### config.mk
export PLATFORM = sky130hd
export DESIGN_NAME = vga_fb_arbiter
export DESIGN_NICKNAME = d
export VERILOG_FILES = /design/src/rtl/vga_fb_arbiter.sv
export SDC_FILE = /design/constraint.sdc
export NUM_CORES = 1
export LEC_CHECK = 0
export CORE_MARGIN = 5
export CORE_UTILIZATION = 40
export CTS_CLUSTER_SIZE = 30
export DETAILED_ROUTE_END_ITERATION = 7
export SLEW_MARGIN = 30
export SYNTH_ARGS = -nofsm -noshare
export SYNTH_HDL_FRONTEND = slang
export SYNTH_SLANG_ARGS = --single-unit
### constraint.sdc
create_clock -name clk_25 -period 8.2 [get_ports clk_25]
set_input_delay 1.64 -clock clk_25 [delete_from_list [all_inputs] [get_ports clk_25]]
set_output_delay 1.64 -clock clk_25 [all_outputs]
set_load 0.05 [all_outputs]
### src/rtl/vga_fb_arbiter.sv
// Framebuffer RAM arbiter: display scan-out owns every 4th active pixel clock,
// host pixel writes are queued in a small FIFO and drain in the remaining cycles.
module vga_fb_arbiter #(
  parameter int H_ACTIVE   = 640,
  parameter int V_ACTIVE   = 480,
  parameter int FB_W       = 160,
  parameter int FB_H       = 120,
  parameter int ADDR_W     = 15,
  parameter int FIFO_DEPTH = 4
) (
  input  logic              clk_25,
  input  logic              reset_n,
  input  logic [9:0]        h_count,
  input  logic [9:0]        v_count,
  input  logic              bright,
  input  logic              wr_valid,
  output logic              wr_ready,
  input  logic [ADDR_W-1:0] wr_addr,
  input  logic [2:0]        wr_data,
  input  logic              wr_vblank_only,
  output logic [ADDR_W-1:0] ram_addr,
  output logic              ram_we,
  output logic [2:0]        ram_wdata,
  input  logic [2:0]        ram_rdata,
  output logic [2:0]        rgb,
  output logic [2:0]        fifo_count
);
  localparam int PTR_W = $clog2(FIFO_DEPTH);
  localparam logic [ADDR_W-1:0] FB_SIZE = ADDR_W'(FB_W * FB_H);

  typedef struct packed {
    logic [ADDR_W-1:0] addr;
    logic [2:0]        data;
  } wr_req_t;

  wr_req_t          mem_q [FIFO_DEPTH];
  logic [PTR_W-1:0] wr_ptr_q, rd_ptr_q;
  logic [PTR_W:0]   cnt_q, cnt_d;
  logic             rdy_en_q, slot_d1_q, bright_d1_q;
  logic [2:0]       pix_q;

  logic              full, empty, push, pop, disp_slot, vblank_ok, head_in_fb;
  logic [ADDR_W-1:0] v_fb, h_fb, disp_addr;
  wr_req_t           head;

  // 160 = 128 + 32, so the row base is two shifts and an add
  assign v_fb      = ADDR_W'(v_count >> 2);
  assign h_fb      = ADDR_W'(h_count >> 2);
  assign disp_addr = (v_fb << 7) + (v_fb << 5) + h_fb;

  assign disp_slot = bright && (h_count[1:0] == 2'd0) && (h_count < 10'(H_ACTIVE));
  assign vblank_ok = !wr_vblank_only || (v_count >= 10'(V_ACTIVE));

  assign full     = (cnt_q == (PTR_W+1)'(FIFO_DEPTH));
  assign empty    = (cnt_q == '0);
  assign wr_ready = rdy_en_q && !full;
  assign push     = wr_valid && wr_ready;
  assign pop      = !disp_slot && !empty && vblank_ok;
  assign cnt_d    = cnt_q + (PTR_W+1)'(push) - (PTR_W+1)'(pop);

  assign head       = mem_q[rd_ptr_q];
  assign head_in_fb = (head.addr < FB_SIZE);
  assign fifo_count = 3'(cnt_q);

  // Out-of-range entries still pop; the RAM just sees a harmless display read
  always_comb begin
    ram_we    = 1'b0;
    ram_addr  = disp_addr;
    ram_wdata = 3'd0;
    if (pop && head_in_fb) begin
      ram_we    = 1'b1;
      ram_addr  = head.addr;
      ram_wdata = head.data;
    end
    if (!reset_n) begin
      ram_we    = 1'b0;
      ram_addr  = '0;
      ram_wdata = 3'd0;
    end
  end

  always_ff @(posedge clk_25) begin
    if (push) mem_q[wr_ptr_q] <= '{addr: wr_addr, data: wr_data};
  end

  always_ff @(posedge clk_25 or negedge reset_n) begin
    if (!reset_n) begin
      wr_ptr_q    <= '0;
      rd_ptr_q    <= '0;
      cnt_q       <= '0;
      rdy_en_q    <= 1'b0;
      slot_d1_q   <= 1'b0;
      bright_d1_q <= 1'b0;
      pix_q       <= 3'd0;
    end else begin
      rdy_en_q    <= 1'b1;
      cnt_q       <= cnt_d;
      if (push) wr_ptr_q <= wr_ptr_q + PTR_W'(1);
      if (pop)  rd_ptr_q <= rd_ptr_q + PTR_W'(1);
      slot_d1_q   <= disp_slot;
      bright_d1_q <= bright;
      if (slot_d1_q) pix_q <= ram_rdata;
    end
  end

  // The slot cycle shows fresh RAM data; the other three reuse the latched pixel
  assign rgb = bright_d1_q ? (slot_d1_q ? ram_rdata : pix_q) : 3'd0;

endmodule

== Yosys cells after proc, flatten, opt, wreduce, memory -nomap -nowiden ==
Memories as Yosys holds them, arrays and structs flattened.
Cells that the tools add are included.
Word-level totals
  register bits after elaboration: 13
  latch bits: 0
  RAM bits: 72
  bits in read-only memories: 0
  input port bits: 46
  logic and storage cells: 42
  memories kept: 1
Memories
  mem_q: words 4, bits a word 18, rd ports 1, clocked after Yosys merged registers in 0, write ports 1, line 36  | wr_req_t mem_q [FIFO_DEPTH];
Cells by class
  add/subtract/negate cells: 6
  multiply operators: 0
  div/mod/pow operators: 0
  magnitude comparators: 3
  eq/ne operators: 1
  shifts and indexed selects: 0
  mux-type cells: 10
  bitwise logic cells: 0
  reduce and logical (&&, ||, !) cells: 14
Operators with widths (count)
  $mux W15: 2
  $add A15 B13 Y15: 1
  $add A15 B8 Y15: 1
  $lt A15 B15 Y1 const B: 1
  $mux W3: 4
  $ge A10 B9 Y1 const B: 1
  $lt A10 B10 Y1 const B: 1
  $logic_and A1 B1 Y1: 7
  $add A2 B1 Y2 const B: 2
  $logic_not A1 Y1: 4
  $mux W1: 4
  $add A3 B1 Y3: 1
  $eq A3 B3 Y1 const B: 1
  $logic_not A3 Y1: 1
  $sub A3 B1 Y3: 1
  $logic_not A2 Y1: 1
  $logic_or A1 B1 Y1: 1

== Longest topological paths before layout ==
  word-level depth: 9
  gate-level depth with buffers: 11

== Worst setup path after synthesis ==
OpenSTA, ideal clock, no wires.
  path kind: input to output
  start: in h_count[9]
  end: out ram_addr[14]
  arrival time: 4.072 ns
  data required time: 6.560 ns
  slack: 2.488 ns
  stages on the path: 9
  path buffers: 0
  cell sequence: inv_1 -> fa_1 -> fa_1 -> nand2b_1 -> a21oi_1 -> a211oi_1 -> o21ai_0 -> xnor2_1 -> a21oi_1
On the way
  longest elaborated chain between the ends: 8
  elaborated cells on any way between the ends: 9
  those cells by class: add/sub (1); order compare (1); mux (2); reduce/logical (5)
RTL lines
  start, declared: line 13  | input logic [9:0] h_count,
  $lt A10 B10 Y1: line 51  | assign disp_slot = bright && (h_count[1:0] == 2'd0) && (h_count < 10'(H_ACTIVE));
  $logic_and A1 B1 Y1: line 51
  $logic_not A1 Y1: line 58  | assign pop = !disp_slot && !empty && vblank_ok;
  $logic_and A1 B1 Y1 (2 in a row): line 58
  $logic_and A1 B1 Y1: line 70  | if (pop && head_in_fb) begin
  $mux W15 (*): line 70
  $mux W15 (*): line 75  | if (!reset_n) begin
  end, declared: line 21  | output logic [ADDR_W-1:0] ram_addr,
Mark *: on every way between the ends. The rest lies on a longest branch, timed or not.

== Worst setup path after layout ==
Ends and elaborated chain as after synthesis.

==> metrics.cfg <==
[yosys]
ys_warn_count = 0
syn_nets = 335
synthCells = 265
ys_seq_elements = 85
yosysSeqAreaShare_pct = 60.4
yosysUniqueCellTypes = 41
syn_area_um2 = 4120
synth_area_per_cell_um2 = 15.6

[worst_setup_path]
arrival_ps = 4890
cp-endpoint = ram_addr[14]
crit_required_ps = 6560
reg2reg_depth = 11
ff2ff_setup_slack_ps = 5740
cp-start-kind = input port
slowest_stage = clkdlybuf4s50_1
cp-startpoint = h_count[9]
path_cells = clkdlybuf4s50_1 > inv_1 > fa_1 > fa_1 > nand2b_1 > a21oi_1 > a211oi_1 > o21ai_0 > xnor2_1 > a21oi_1 > clkdlybuf4s50_1
regToRegStartpoint = fifo_count[1]
rr_endpoint = fifo_count[2]
critical-path-max-stage-delay_ps = 830
crit_type = input port to primary output
cp-end-kind = primary output
cp_max_fo = 3

[sta]
skew_ps = 9.05
drv_slew = 0
fin_setup_tns_ps = 0
tightestPinTransition_ps = 873
fin_crit_sh_pct = 79.6
setup_violations = 0
finalHoldViolations = 0
worst_slack_ps = 1670
rsz0062_at_grt = false
hold-worst-slack_ps = 501
timing.fmax_mhz = 153
fin_crit_ps = 6530
slew_headroom_pct = 41.8

[placed_design]
place_ws_ps = 1620
dp_hpwl_um = 5150
placed_cell_area_um2 = 4920
routabilityCongestion = 0.813
port-buffer-count = 69

[finish]
final_cell_area_um2 = 5160
fin_nets = 408
most-common-layout-cells = edfxtp_1 (72), clkdlybuf4s50_1 (68), ha_1 (21)
fin_util_pct = 50.7
layout_commonest_cell = edfxtp_1
post_route_cells_drive_above_1_share_pct = 17.5
diodes = 0
syn_to_final_growth_pct = 25.2

[detailed_routing]
via_per_inst = 4.89
drtIter0Drc = 75
ant_nets = 0
first_pass_iters = 4
totalWireLength_um = 7590
wl_per_cell_um = 15.8
vias = 2342
drc = 0

[global_routing]
first_global_vias = 2455
track_usage_pct = 12.7
grt_pass1_wl_um = 12500
antenna_found_initial = 0
grt_overflow = 0
grt_max_degree = 47

[power_and_ir_drop]
netSwitchingPower_mw = 0.640
powerDensity_nw_per_um2 = 319
leakage_nw = 1.88
switching_share_pct = 38.9
p_seq_share_pct = 34.8
p_int_mw = 1.01
clock_power_share_pct = 19.9
combinationalPowerShare_pct = 45.3
ir_drop_uv = 146

[clocking]
cts.sinks = 85
cts_made_buffers = 9
ctsResizeCount = 0
cts-root-buf = clkbuf_8
cts-hold-fix-buffers = 0
clk_path_buf_depth = 2
clock_latency_ps = 350
cts_setup_buffers = 0
clk_pin_slew_worst_paths_ps = 90
h-tree-depth = 3
cts_tree = done

[hold_path]
hold_path.class = register to register
worstHoldPathCells = 1

[outcome]
status = finished clean

[floorplan]
initial_core_util_pct = 40.5
rows = 37
die_x_um = 112
io_pins = 72
core_area_um2 = 10200
die_h_um = 112
fp.dieArea_um2 = 12400

[run]
cap_viol_max_count = 0

[area by class of cell]
| type | instances | area [um^2] |
|---|---|---|
| fill | 890 | 5020 |
| sequential | 85 | 2490 |
| clock inverter | 7 | 103 |
| inverter | 17 | 63.8 |
| tap | 136 | 170 |
| timing repair buffer | 72 | 718 |
| multi-input combinational | 153 | 1490 |
| clock buffer | 9 | 124 |
[cells in the mapped netlist]
cell	number	area [um^2]
edfxtp_1	72	2160
ha_1	21	263
inv_1	17	63.8
nand2_1	17	63.8
nand3_1	15	75.1
o21ai_2	14	123
dfrtp_1	13	325
mux4_2	13	293
xnor2_1	8	70.1
a21oi_1	7	35.0
and3_1	7	43.8
mux4_1	5	131
and2_1	4	25.0
nand3_2	4	40.0
o21ai_0	4	20.0
buf_6	3	33.8
clkbuf_1	3	11.3
fa_1	3	60.1
mux2_2	3	33.8
nand2b_1	3	18.8
nor2_1	3	11.3
o21ai_1	3	15.0
a21o_1	2	15.0
buf_4	2	15.0
nand3b_1	2	15.0
xor2_1	2	17.5
a211oi_1	1	7.51
a21boi_1	1	7.51
a311oi_4	1	26.3
buf_2	1	5.00
buf_8	1	15.0
conb_1	1	3.75
nand4_1	1	6.26
nor2_4	1	11.3
nor2b_4	1	13.8
nor3b_1	1	7.51
nor4b_1	1	8.76
o211ai_1	1	7.51
o21bai_1	1	7.51
o31ai_1	1	7.51
or3_1	1	6.26
[power groups by stage]
stage	Clock, mW	Combinational [mW]	Sequential [mW]
2_1_floorplan	0	0.565	0.587
3_3_place_gp	0	0.753	0.583
3_5_place_dp	0	0.759	0.585
4_1_cts	0.338	0.761	0.576
5_1_grt	0.356	0.808	0.581
6_report	0.327	0.746	0.573
[state kept, by name, summed over array words and instances, names as in the netlist]
register,cells
slot_d1_q,1
rdy_en_q,1
mem_q,72
rd_ptr_q,2
pix_q,3
fifo_count,3
bright_d1_q,1
wr_ptr_q,2
[logic make-up after synthesis]
kind of cell | count (synthesis) | synth area share, %
compound gates | 36 | 6.59
buf+inv | 27 | 3.49
flops | 85 | 60.4
xor+xnor | 10 | 2.13
other cells | 1 | 0.0910
mux | 21 | 11.1
fa+ha+maj | 24 | 7.83
simple gates | 61 | 8.41
[stage by stage]
stage	instances	total power, mW
floorplan	265	1.15
global placement	462	1.34
detailed placement	462	1.34
CTS	478	1.67
global route	479	1.75
finish	479	1.65
[worst min path at each step]
stage | startpoint | endpoint
3_3_place_gp | pix_q[2] | pix_q[2]
3_5_place_dp | pix_q[2] | pix_q[2]
2_1_floorplan | pix_q[0] | pix_q[0]
6_report | pix_q[0] | pix_q[0]
4_1_cts | pix_q[2] | pix_q[2]
5_1_grt | pix_q[1] | pix_q[1]
[worst max-delay path: cells and delay by family]
kind                     cells  cell delay [ps]
buffers and inverters        3             1370
AND/OR/NAND/NOR              1              190
AO/OA/AOI/OAI                4              630
XOR/XNOR                     1              100
adder cells (fa/ha/maj)      2              970
[routing by layer]
layer | GRT usage (%) | share of wire, % | wire [um]
met5 | 0 | 0 | 0
met4 | 4.38 | 1.2 | 93
met3 | 4.46 | 5.7 | 430
met2 | 20.8 | 48 | 3620
met1 | 15.8 | 45 | 3440
No activity file was read; power rests on OpenSTA's default activity.
